<file path="config.mk">
export PLATFORM = sky130hd
export DESIGN_NAME = clk_freq_monitor
export DESIGN_NICKNAME = d
export VERILOG_FILES = /design/src/rtl/clk_freq_monitor.sv
export SDC_FILE = /design/constraint.sdc
export NUM_CORES = 1
export LEC_CHECK = 0
export CORE_MARGIN = 4
export CORE_UTILIZATION = 55
export DETAILED_ROUTE_END_ITERATION = 10
export GPL_TIMING_DRIVEN = 0
export PLACE_DENSITY = 0.75
export SYNTH_ARGS = -nofsm -noshare
export SYNTH_HDL_FRONTEND = slang
export SYNTH_SLANG_ARGS = --single-unit
</file>
<file path="constraint.sdc">
create_clock -name clk200M_in -period 3.9 [get_ports clk200M_in]
set_input_delay 0.78 -clock clk200M_in [delete_from_list [all_inputs] [get_ports clk200M_in]]
set_output_delay 0.78 -clock clk200M_in [all_outputs]
set_load 0.1 [all_outputs]
</file>
<file path="src/rtl/clk_freq_monitor.sv">
// -----------------------------------------------------------------------------
// clk_freq_monitor
//   Measures the period of a slow divided clock (mon_clk_in) in clk200M_in
//   cycles. Declares lock after LOCK_CNT consecutive in-tolerance periods and
//   raises a sticky fault on an out-of-range period or a stalled clock.
//
// Ports
//   clk200M_in    in   1      system clock, 200 MHz
//   rst_n         in   1      asynchronous, active-low reset
//   en            in   1      monitor enable (level)
//   clr           in   1      1-cycle pulse; clears fault and re-arms
//   mon_clk_in    in   1      monitored clock, asynchronous to clk200M_in
//   period_o      out  CNT_W  last measured period
//   period_vld_o  out  1      1-cycle pulse when period_o updates
//   locked_o      out  1      frequency locked
//   fault_o       out  1      sticky fault flag
//   fault_code_o  out  2      00 none, 01 too short, 10 too long, 11 stall
//
// States
//   S_IDLE   | disabled, counter held at 0
//   S_ARM    | waiting for the first edge to start a measurement
//   S_ACQ    | measuring, counting consecutive good periods
//   S_LOCKED | locked; any bad period or stall faults
//   S_FAULT  | sticky fault, code frozen until clr or en=0
// -----------------------------------------------------------------------------
module clk_freq_monitor #(
    parameter int CNT_W    = 12,
    parameter int EXP_PER  = 426,
    parameter int TOL      = 4,
    parameter int LOCK_CNT = 4,
    parameter int TIMEOUT  = 1023
) (
    input  logic             clk200M_in,
    input  logic             rst_n,
    input  logic             en,
    input  logic             clr,
    input  logic             mon_clk_in,
    output logic [CNT_W-1:0] period_o,
    output logic             period_vld_o,
    output logic             locked_o,
    output logic             fault_o,
    output logic [1:0]       fault_code_o
);

    localparam int GOOD_W = $clog2(LOCK_CNT + 1);
    localparam logic [CNT_W-1:0]  PER_MIN = CNT_W'(EXP_PER - TOL);
    localparam logic [CNT_W-1:0]  PER_MAX = CNT_W'(EXP_PER + TOL);
    localparam logic [CNT_W-1:0]  TO_CNT  = CNT_W'(TIMEOUT);
    localparam logic [GOOD_W-1:0] LOCK_N  = GOOD_W'(LOCK_CNT);

    typedef enum logic [2:0] {
        S_IDLE,
        S_ARM,
        S_ACQ,
        S_LOCKED,
        S_FAULT
    } state_t;

    state_t            state;
    logic              s1, s2, s3;
    logic [CNT_W-1:0]  cnt;
    logic [GOOD_W-1:0] good_cnt;

    logic              rise;
    logic              stall;
    logic [CNT_W-1:0]  meas;
    logic              per_short;
    logic              per_long;
    logic              per_good;

    assign rise      = s2 & ~s3;
    assign stall     = (cnt == TO_CNT);
    // cnt is cleared on the edge, so the period is one more than the count;
    // saturate so a long wait in FAULT cannot wrap to a small value.
    assign meas      = (cnt == '1) ? cnt : cnt + CNT_W'(1);
    assign per_short = (meas < PER_MIN);
    assign per_long  = (meas > PER_MAX);
    assign per_good  = ~per_short & ~per_long;

    always_ff @(posedge clk200M_in or negedge rst_n) begin
        if (!rst_n) begin
            state        <= S_IDLE;
            s1           <= 1'b0;
            s2           <= 1'b0;
            s3           <= 1'b0;
            cnt          <= '0;
            good_cnt     <= '0;
            period_o     <= '0;
            period_vld_o <= 1'b0;
            locked_o     <= 1'b0;
            fault_o      <= 1'b0;
            fault_code_o <= 2'b00;
        end else begin
            s1           <= mon_clk_in;
            s2           <= s1;
            s3           <= s2;
            period_vld_o <= 1'b0;

            if (state == S_IDLE || rise) begin
                cnt <= '0;
            end else if (cnt != '1) begin
                cnt <= cnt + CNT_W'(1);
            end

            if (!en) begin
                state        <= S_IDLE;
                good_cnt     <= '0;
                locked_o     <= 1'b0;
                fault_o      <= 1'b0;
                fault_code_o <= 2'b00;
            end else begin
                case (state)
                    S_IDLE: begin
                        state <= S_ARM;
                    end
                    S_ARM: begin
                        if (rise) begin
                            state    <= S_ACQ;
                            good_cnt <= '0;
                        end else if (stall) begin
                            state        <= S_FAULT;
                            fault_o      <= 1'b1;
                            locked_o     <= 1'b0;
                            fault_code_o <= 2'b11;
                        end
                    end
                    S_ACQ: begin
                        if (rise) begin
                            period_o     <= meas;
                            period_vld_o <= 1'b1;
                            if (per_good) begin
                                good_cnt <= good_cnt + GOOD_W'(1);
                                if (good_cnt + GOOD_W'(1) == LOCK_N) begin
                                    state    <= S_LOCKED;
                                    locked_o <= 1'b1;
                                end
                            end else begin
                                good_cnt <= '0;
                            end
                        end else if (stall) begin
                            state        <= S_FAULT;
                            fault_o      <= 1'b1;
                            locked_o     <= 1'b0;
                            fault_code_o <= 2'b11;
                        end
                    end
                    S_LOCKED: begin
                        if (rise) begin
                            period_o     <= meas;
                            period_vld_o <= 1'b1;
                            if (!per_good) begin
                                state        <= S_FAULT;
                                fault_o      <= 1'b1;
                                locked_o     <= 1'b0;
                                fault_code_o <= per_short ? 2'b01 : 2'b10;
                            end
                        end else if (stall) begin
                            state        <= S_FAULT;
                            fault_o      <= 1'b1;
                            locked_o     <= 1'b0;
                            fault_code_o <= 2'b11;
                        end
                    end
                    S_FAULT: begin
                        if (clr) begin
                            state        <= S_ARM;
                            good_cnt     <= '0;
                            fault_o      <= 1'b0;
                            fault_code_o <= 2'b00;
                        end else if (rise) begin
                            period_o     <= meas;
                            period_vld_o <= 1'b1;
                        end
                    end
                    default: begin
                        state <= S_IDLE;
                    end
                endcase
            end
        end
    end

endmodule

</file>
==> results.sh, run 1 <==
export IMPL_outcome="complete, no violations"
export IMPL_globalplace_congestion=0.840
export IMPL_clk_pin_slew_worst_paths_ns=0.07
export IMPL_start_util_pct=59.3
export IMPL_n_fill_cell=306
export IMPL_ys_seq_area_share_pct=46.2
export IMPL_arrival_ns=3.28
export IMPL_postCtsSetupBuffers=0
export IMPL_power_leakage_nw=1.01
export IMPL_cts_buffer_depth=2
export IMPL_r2r_cells=9
export IMPL_grt_start_max_net_pins=39
export IMPL_cts_num_sinks=38
export IMPL_cp_endpoint="state[1]$_DFFE_PN0P_"
export IMPL_clk_latency_ns=0.30
export IMPL_yosysUniqueCellTypes=53
export IMPL_hold_path_class="reg -> reg"
export IMPL_r2r_end="state[1]$_DFFE_PN0P_"
export IMPL_required_ns=4.09
export IMPL_setup_violations_final=0
export IMPL_gr_total_overflow=0
export IMPL_clock_skew_ns=0.00528
export IMPL_slew_headroom_pct=35.1
export IMPL_cap_violations=0
export IMPL_hold_viol=0
export IMPL_synth_most_common_cell="dfrtp_1"
export IMPL_antenna_diode_count=0
export IMPL_core_um2=3470
export IMPL_r2r_start="cnt[0]$_DFFE_PN0P_"
export IMPL_yosysWarnings=0
export IMPL_path_depth=9
export IMPL_synth_area_um2=2060
export IMPL_ant_nets=0
export IMPL_fin_crit_ns=3.09
export IMPL_synth_top_area_share_pct=46.2
export IMPL_drt_wl_total_um=4460
export IMPL_avgSynthCellArea_um2=8.95
export IMPL_root_buffer="clkbuf_8"
export IMPL_critPathLaunch="cnt[0]$_DFFE_PN0P_"
export IMPL_critPathCaptureType="flop"
export IMPL_avgViaCountPerCell=5.81
export IMPL_dr_pass1_iters=4
export IMPL_port_buffers=21
export IMPL_die_y_um=69.2
export IMPL_grt_pass1_wl_um=7660
export IMPL_gr_usage_all_layers_pct=19.8
export IMPL_antenna_found_initial=0
export IMPL_cp_num_buf_inv=1
export IMPL_crit_type="reg -> reg"
export IMPL_start_kind="flop"
export IMPL_cp_max_fo=9
export IMPL_period_share_pct=79.3
export IMPL_rows=21
export IMPL_critPathMaxStageDelay_ns=0.58
export IMPL_syn_inst=230
export IMPL_multi_input_area_um2=1050
export IMPL_die_w_um=69.2
export IMPL_slew_violations=0
export IMPL_dpl_hpwl_um=3180
export IMPL_ctsHoldBuffers=0
export IMPL_clock_fmax_ghz=0.323
export IMPL_synthArstFlopShare_pct=100
export IMPL_grt_pass1_vias=1566
export IMPL_crit_family="simple AND/OR/NAND/NOR gates"
export IMPL_synth_fp_nets=238
export IMPL_ys_top_cells_by_area="dfrtp_1, o21ai_0, nand2_1"
export IMPL_synth_seq_cells=38
export IMPL_fin_nets=266
export IMPL_power_mw=0.835
export IMPL_synthTopCellsByCount="dfrtp_1, nand2_1, nor2_1"
export IMPL_fp_dieArea_um2=4790
export IMPL_final_area_um2=2420
export IMPL_synth_edf_count=0
export IMPL_power_density_nw_per_um2=346
export IMPL_via_count=1773
export IMPL_area_growth_pct=17.4
export IMPL_tightest_slew_ns=0.970
export IMPL_synth_top_area_cell="dfrtp_1"
export IMPL_drtIter0Drc=107
export IMPL_fin_tns_setup_ns=0
export IMPL_path_cells="ha_1 -> buf_2 -> nand3_2 -> or4_4 -> a22o_1 -> and4b_1 -> nand2_2 -> or3_1 -> a32o_1"
export IMPL_dpl_cell_area_um2=2320
export IMPL_drcViolationCount=0
export IMPL_io_pins=22
export IMPL_htreeDepth=2
export IMPL_drive_above_1_share_pct=9.27
export IMPL_ir_drop_uv=319
export IMPL_wl_per_cell_um=14.6
export IMPL_cts_buffers=5
export IMPL_rsz0062_at_grt="no"
export IMPL_critPathSlowestCell="or4_4"
export IMPL_post_cts_resized=0
export IMPL_seq_area_um2=951
export IMPL_synth_main_ff_cell="dfrtp_1"
export IMPL_cts_tree="done"
export IMPL_regToRegSetupSlack_ns=0.81
cells in the final DEF, fill, tap and decap left out, drive strengths merged, types with 3 or more instances in the layout:
| cell type | count |
|---|---|
| a21o | 3 |
| a21oi | 9 |
| and3 | 5 |
| buf | 4 |
| clkbuf | 13 |
| clkdlybuf4s50 | 20 |
| dfrtp | 38 |
| ha | 3 |
| inv | 3 |
| nand2 | 31 |
| nand2b | 5 |
| nand3 | 17 |
| nand4 | 3 |
| nor2 | 26 |
| nor3 | 5 |
| o21ai | 24 |
| o22ai | 3 |
| xnor2 | 3 |
area by class of cell:
class	instances	share of cell area, %
Multi-Input combinational cell	179	43.3
Sequential cell	38	39.4
Timing Repair Buffer	21	8.49
Clock buffer	6	3.42
Tap cell	46	2.38
Buffer	10	2.07
Clock inverter	2	0.518
Inverter	3	0.466
power breakdown:
| group | internal (mW) | leakage [nW] | switching (mW) |
|---|---|---|---|
| logic | 0.0344 | 0.448 | 0.0999 |
| registers | 0.407 | 0.519 | 0.00919 |
| clock network | 0.142 | 0.0472 | 0.143 |
stage by stage:
stage                     setup WS (ns)  hold WS (ns)  instances  utilization [%]
after floorplan                    1.12         0.331        230                -
after global placement            0.849         0.332        297             67.1
after detailed placement          0.839         0.336        297             66.9
after CTS                         0.827         0.354        305             69.7
after global routing              0.611         0.368        305             69.7
final                             0.807         0.351        305             69.7
sequential cells by signal (all words and copies together) (netlist names), 2 cells and up:
signal	flops
cnt	12
fault_code_o	2
good_cnt	3
period_o	12
state	3
worst min-delay path by stage:
stage                             from            to  slack, ns  cells past startpoint
after global routing      s1$_DFF_PN0_  s2$_DFF_PN0_       0.37                      0
after CTS                 s1$_DFF_PN0_  s2$_DFF_PN0_       0.35                      0
after global placement    s1$_DFF_PN0_  s2$_DFF_PN0_       0.33                      0
after floorplan           s1$_DFF_PN0_  s2$_DFF_PN0_       0.33                      0
final                     s1$_DFF_PN0_  s2$_DFF_PN0_       0.35                      0
after detailed placement  s1$_DFF_PN0_  s2$_DFF_PN0_       0.34                      0
cells by family after synthesis:
group	share of synthesized area (%)
AOI/OAI and AO/OA	21.1
adders and majority gates	1.82
DFF	46.2
and+or+nand+nor	24.7
xor gates and xnor gates	2.13
buffers and inverters	2.98
muxes	1.09
metal layers:
| metal | routed length (µm) | global-route usage, % | up-vias |
|---|---|---|---|
| met2 | 1860 | 27.0 | 49 |
| met5 | 0 | 0 | - |
| li1 | - | - | 897 |
| met3 | 194 | 3.91 | 10 |
| met1 | 2310 | 29.8 | 817 |
| met4 | 97 | 9.11 | 0 |
No activity file was read; power rests on OpenSTA's default activity.
==> inputs of run 2 (changes only) <==
--- a/config.mk
+++ b/config.mk
@@ -6,10 +6,10 @@
 export NUM_CORES = 1
 export LEC_CHECK = 0
 export CORE_MARGIN = 4
-export CORE_UTILIZATION = 55
+export CORE_UTILIZATION = 50
 export DETAILED_ROUTE_END_ITERATION = 10
 export GPL_TIMING_DRIVEN = 0
-export PLACE_DENSITY = 0.75
+export PLACE_DENSITY = 0.72
 export SYNTH_ARGS = -nofsm -noshare
 export SYNTH_HDL_FRONTEND = slang
 export SYNTH_SLANG_ARGS = --single-unit
==> constraint.sdc (replaced) <==
create_clock -name clk200M_in -period 2.5 [get_ports clk200M_in]
set_input_delay 0.5 -clock clk200M_in [delete_from_list [all_inputs] [get_ports clk200M_in]]
set_output_delay 0.5 -clock clk200M_in [all_outputs]
set_load 0.1 [all_outputs]
==> run 2 against run 1 <==
  * The run now ends with setup timing left
  * Sequential share of layout area is 4.5 points lower
  * Clock-buffer cell count rose by 1
  * Clock power up 52%
  * Via count rose by 9.4%
  * Combinational power rose by 84%
  * Flip-flop and latch count is the same
  * Setup slack worse by 0.95 ns
  * Routed wire length is 18% higher
  * Sequential power increased by 56%
  * Register-to-register slack worse by 0.95 ns
  * Critical path type unchanged
  * Critical endpoint is now fault_code_o[1]$_DFFE_PN0P_
==> results.sh, run 2 (same netlist as run 1, synthesis figures left out) <==
export IMPL_start_util_pct=51.5
export IMPL_drtIter0Drc=123
export IMPL_clock_fmax_ghz=0.379
export IMPL_dpl_hpwl_um=3300
export IMPL_area_growth_pct=33.7
export IMPL_tightest_slew_ns=0.974
export IMPL_avgViaCountPerCell=5.88
export IMPL_via_count=1940
export IMPL_grt_start_max_net_pins=39
export IMPL_final_area_um2=2750
export IMPL_critPathMaxStageDelay_ns=0.54
export IMPL_power_density_nw_per_um2=482
export IMPL_grt_pass1_vias=1756
export IMPL_gr_total_overflow=0
export IMPL_largestRegisters="cnt (12), period_o (12)"
export IMPL_core_um2=4000
export IMPL_n_fill_cell=320
export IMPL_dr_pass1_iters=5
export IMPL_wl_per_cell_um=15.9
export IMPL_critPathSlowestCell="or4_4"
export IMPL_crit_family="compound AO/OA/AOI/OAI gates"
export IMPL_outcome="finished with violations"
export IMPL_cts_tree="done"
export IMPL_clk_pin_slew_worst_paths_ns=0.08
export IMPL_rows=23
export IMPL_gr_usage_all_layers_pct=21.0
export IMPL_fin_ws_ns=-0.141
export IMPL_start_kind="flop"
export IMPL_antenna_found_initial=0
export IMPL_cp_max_fo=6
export IMPL_root_buffer="clkbuf_8"
export IMPL_arrival_ns=2.86
export IMPL_rsz0062_at_grt="yes"
export IMPL_violations="setup timing"
export IMPL_drive_above_1_share_pct=25.0
export IMPL_setup_violations_final=6
export IMPL_slew_violations=0
export IMPL_clk_latency_ns=0.28
export IMPL_cts_num_sinks=38
export IMPL_mostFrequentLayoutCells="dfrtp_1, nand2_1, nor2_1"
export IMPL_ir_drop_uv=438
export IMPL_fp_dieArea_um2=5210
export IMPL_period_share_pct=106
export IMPL_cap_violations=0
export IMPL_crit_type="reg -> reg"
export IMPL_dpl_cell_area_um2=2330
export IMPL_port_buffers=21
export IMPL_multi_input_area_um2=1200
export IMPL_cts_buffer_depth=2
export IMPL_seq_area_um2=960
export IMPL_clock_skew_ns=0.00445
export IMPL_cts_buffers=5
export IMPL_grt_pass1_wl_um=8440
export IMPL_power_leakage_nw=1.15
export IMPL_required_ns=2.72
export IMPL_drt_wl_total_um=5260
export IMPL_die_y_um=72.2
export IMPL_die_w_um=72.2
export IMPL_globalplace_congestion=0.811
export IMPL_ant_nets=0
export IMPL_hold_path_class="in -> async"
export IMPL_critPathCaptureType="flop"
export IMPL_utilization_pct=68.8
export IMPL_drcViolationCount=0
export IMPL_path_cells="ha_4 -> nand3_4 -> or4_4 -> a22o_4 -> o211ai_1 -> a22oi_2 -> buf_4 -> a41oi_4 -> o21a_1 -> a2bb2oi_2"
export IMPL_htreeDepth=2
export IMPL_fin_crit_ns=2.64
export IMPL_hold_viol=0
export IMPL_io_pins=22
export IMPL_final_common_cell="dfrtp_1"
export IMPL_fin_nets=287
export IMPL_antenna_diode_count=0
export IMPL_slew_headroom_pct=34.9
export IMPL_cp_num_buf_inv=1
==> run 2: changes by cell type in the layout (fill, tap and decap cells not counted), moves of 3 or more <==
cell     delta
nor3_1      -3
dfrtp_1     -7
dfrtp_2     +7
buf_4      +20
==> run 2: metal layers <==
layer	vias up	wire length (µm)	global-route usage, %
li1	934	-	-
met1	946	2530	30.8
met2	54	2470	31.6
met3	6	199	4.16
met4	0	57	6.05
met5	-	0	0
==> run 2: per-stage QoR <==
| stage | power (mW) | hold slack (ns) | cells | setup TNS [ns] | setup slack (ns) |
|---|---|---|---|---|---|
| finish | 1.33 | 0.306 | 330 | -0.647 | -0.141 |
| detailed placement | 0.873 | 0.342 | 301 | -3.80 | -0.481 |
| global route | 1.40 | 0.371 | 330 | -1.27 | -0.223 |
| floorplan | 0.810 | 0.204 | 230 | -0.496 | -0.170 |
| global placement | 0.873 | 0.332 | 301 | -3.50 | -0.446 |
| CTS | 1.33 | 0.350 | 324 | -1.09 | -0.209 |
==> run 2: timing repair <==
item | CTS | global route
setup buffers | 15 | 7
hold buffers | 0 | 0
gates resized for setup | 16 | 22
pin swaps | 13 | 13
endpoints found under the setup margin | 10 | 10
==> run 2: power breakdown <==
part	internal, mW	leakage [nW]	switching [mW]	total [mW]
clock	0.223	0.0482	0.210	0.433
sequential	0.635	0.508	0.0133	0.648
combinational	0.0712	0.592	0.175	0.247
total	0.929	1.15	0.399	1.33
==> run 2: layout make-up <==
class / instances / area share [%]
inverters: 3 / 0.409
clock inverters: 1 / 0.182
repair buffers: 43 / 13.7
multi-input cells: 179 / 43.8
well taps: 50 / 2.27
clock buffers: 7 / 3.14
flip-flops and latches: 38 / 34.9
plain buffers: 9 / 1.64
==> run 2: worst paths after layout <==
check,slack [ns],cells after the start,start,endpoint
hold / removal,0.31,1,rst_n,fault_code_o[1]$_DFFE_PN0P_
min in group clk200M_in,0.37,0,s1$_DFF_PN0_,s2$_DFF_PN0_
setup reg to reg,-0.14,10,cnt[1]$_DFFE_PN0P_,fault_code_o[1]$_DFFE_PN0P_
setup / recovery,-0.14,10,cnt[1]$_DFFE_PN0P_,fault_code_o[1]$_DFFE_PN0P_
max in group asynchronous,1.60,1,rst_n,cnt[0]$_DFFE_PN0P_
hold reg to reg,0.37,0,s1$_DFF_PN0_,s2$_DFF_PN0_
==> run 2: worst reg2reg max path, cell delays in order (launching register included) <==
cell and delay (ns):
dfrtp_1 0.40, ha_4 0.18, nand3_4 0.06, or4_4 0.54, a22o_4 0.31, o211ai_1 0.20, a22oi_2 0.14, buf_4 0.17
a41oi_4 0.25, o21a_1 0.20, a2bb2oi_2 0.13
==> inputs of run 3 (changes only) <==
--- a/config.mk
+++ b/config.mk
@@ -10,6 +10,7 @@
 export DETAILED_ROUTE_END_ITERATION = 10
 export GPL_TIMING_DRIVEN = 0
 export PLACE_DENSITY = 0.72
+export REMOVE_ABC_BUFFERS = 1
 export SYNTH_ARGS = -nofsm -noshare
 export SYNTH_HDL_FRONTEND = slang
 export SYNTH_SLANG_ARGS = --single-unit
==> run 3 against run 2 <==
  * The flow still finishes with violations (setup timing)
  * Cell count down 3.6%
  * Utilization down 2.5 points
  * Routed wire length down 6.4%
  * Critical path type unchanged
  * Largest power group unchanged
  * Highest routed layer unchanged
==> results.sh, run 3 (same netlist as run 1, synthesis figures left out) <==
export IMPL_gr_total_overflow=0
export IMPL_clock_skew_ns=0.0112
export IMPL_fin_crit_ns=2.73
export IMPL_p_comb_share_pct=17.1
export IMPL_cts_tree="done"
export IMPL_p_sw_share_pct=30.3
export IMPL_power_leakage_nw=1.08
export IMPL_period_share_pct=109
export IMPL_grt_start_max_net_pins=39
export IMPL_cts_buffers=5
export IMPL_path_cells="ha_4 -> nand3_2 -> or4_4 -> a22o_4 -> and4b_2 -> nand2_2 -> or3_4 -> a32o_1"
export IMPL_fin_tns_setup_ns=-1.63
export IMPL_gr_usage_all_layers_pct=20.4
export IMPL_cap_violations=0
export IMPL_cp_max_fo=7
export IMPL_tightest_slew_ns=1.01
export IMPL_violations="setup timing"
export IMPL_dr_pass1_iters=4
export IMPL_antenna_found_initial=0
export IMPL_start_kind="flop"
export IMPL_critPathCaptureType="flop"
export IMPL_wl_per_cell_um=15.5
export IMPL_clk_latency_ns=0.30
export IMPL_mostFrequentLayoutCells="dfrtp_1, nand2_1, nor2_1"
export IMPL_arrival_ns=2.93
export IMPL_ant_nets=0
export IMPL_drt_wl_total_um=4920
export IMPL_power_density_nw_per_um2=501
export IMPL_fin_cells=318
export IMPL_sequentialPowerShare_pct=49.5
export IMPL_via_count=1856
export IMPL_final_common_cell="dfrtp_1"
export IMPL_pwr_share_clk_pct=33.4
export IMPL_hold_viol=0
export IMPL_clk_pin_slew_worst_paths_ns=0.08
export IMPL_avgViaCountPerCell=5.84
export IMPL_die_y_um=72.2
export IMPL_seq_area_um2=956
export IMPL_ctsHoldBuffers=0
export IMPL_die_w_um=72.2
export IMPL_largestRegisters="cnt (12), period_o (12)"
export IMPL_drcViolationCount=0
export IMPL_antenna_diode_count=0
export IMPL_power_internal_mw=0.926
export IMPL_ir_drop_uv=465
export IMPL_dpl_hpwl_um=2840
export IMPL_port_buffers=21
export IMPL_crit_family="simple AND/OR/NAND/NOR gates"
export IMPL_required_ns=2.69
export IMPL_multi_input_area_um2=1170
export IMPL_root_buffer="clkbuf_8"
export IMPL_fp_dieArea_um2=5210
export IMPL_io_pins=22
export IMPL_rows=23
export IMPL_critPathSlowestCell="or4_4"
export IMPL_rsz0062_at_grt="yes"
export IMPL_cts_num_sinks=38
export IMPL_grt_pass1_vias=1830
export IMPL_clock_fmax_ghz=0.366
export IMPL_placed_cells=291
export IMPL_area_growth_pct=28.8
export IMPL_slew_headroom_pct=32.4
export IMPL_fin_ws_ns=-0.235
export IMPL_drive_above_1_share_pct=22.4
export IMPL_hold_path_class="in -> async"
export IMPL_slew_violations=0
export IMPL_cts_buffer_depth=2
export IMPL_drtIter0Drc=143
export IMPL_start_util_pct=51.5
export IMPL_htreeDepth=2
export IMPL_cp_num_buf_inv=0
export IMPL_setup_violations_final=10
export IMPL_outcome="finished with violations"
export IMPL_crit_type="reg -> reg"
export IMPL_p_sw_mw=0.403
export IMPL_grt_pass1_wl_um=8310
export IMPL_power_mw=1.33
export IMPL_n_fill_cell=340
export IMPL_core_um2=4000
export IMPL_fin_nets=275
export IMPL_utilization_pct=66.3
export IMPL_globalplace_congestion=0.860
export IMPL_critPathMaxStageDelay_ns=0.62
run 3: cell types whose count changed in the layout (fill, tap and decap cells not counted), sizes merged:
cell	before	now
clkbuf	14	7
buf	25	20
run 3: repair_timing:
item | 4_1_cts | 5_1_grt
pin swaps | 13 | 9
resized for setup | 15 | 14
endpoints found under the hold margin | 0 | 0
buffers inserted | 15 | 4
endpoints found under the setup margin | 10 | 19
run 3: cell type report:
| cell class | instances | area share [%] |
|---|---|---|
| multi-input combinational | 179 | 44.2 |
| sequential | 38 | 36.1 |
| timing repair buffer | 40 | 13.5 |
| clock buffer | 7 | 3.26 |
| tap | 50 | 2.36 |
| inverter | 3 | 0.425 |
| clock inverter | 1 | 0.189 |
run 3: stage by stage:
stage | area (µm²) | hold slack (ns) | setup slack (ns)
finish | 2650 | 0.301 | -0.235
CTS | 2550 | 0.339 | -0.130
global placement | 2280 | 0.332 | -0.698
global route | 2650 | 0.372 | -0.296
detailed placement | 2280 | 0.339 | -0.695
floorplan | 2010 | 0.204 | -0.371
run 3: final timing paths:
path                               startpoint                    to  slack (ns)  cells past startpoint
max                        cnt[1]$_DFFE_PN0P_  state[1]$_DFFE_PN0P_       -0.23                      8
min                                     rst_n   fault_o$_DFFE_PN0P_        0.30                      1
max reg2reg                cnt[1]$_DFFE_PN0P_  state[1]$_DFFE_PN0P_       -0.23                      8
min reg2reg                      s1$_DFF_PN0_          s2$_DFF_PN0_        0.35                      0
max in group asynchronous               rst_n    cnt[2]$_DFFE_PN0P_        1.60                      1
min in group clk200M_in          s1$_DFF_PN0_          s2$_DFF_PN0_        0.35                      0
run 3: layer usage:
layer	vias up	wire, µm	global-route usage [%]
li1	912	-	-
met1	879	2150	25.8
met2	52	2410	32.8
met3	13	251	5.54
met4	0	110	8.77
met5	-	0	0
run 3: power by group through the flow:
stage	sequential, mW	clock [mW]	combinational [mW]
floorplan	0.743	0	0.0609
detailed placement	0.671	0	0.195
CTS	0.657	0.446	0.218
global route	0.662	0.485	0.245
finish	0.658	0.444	0.227
global placement	0.670	0	0.194
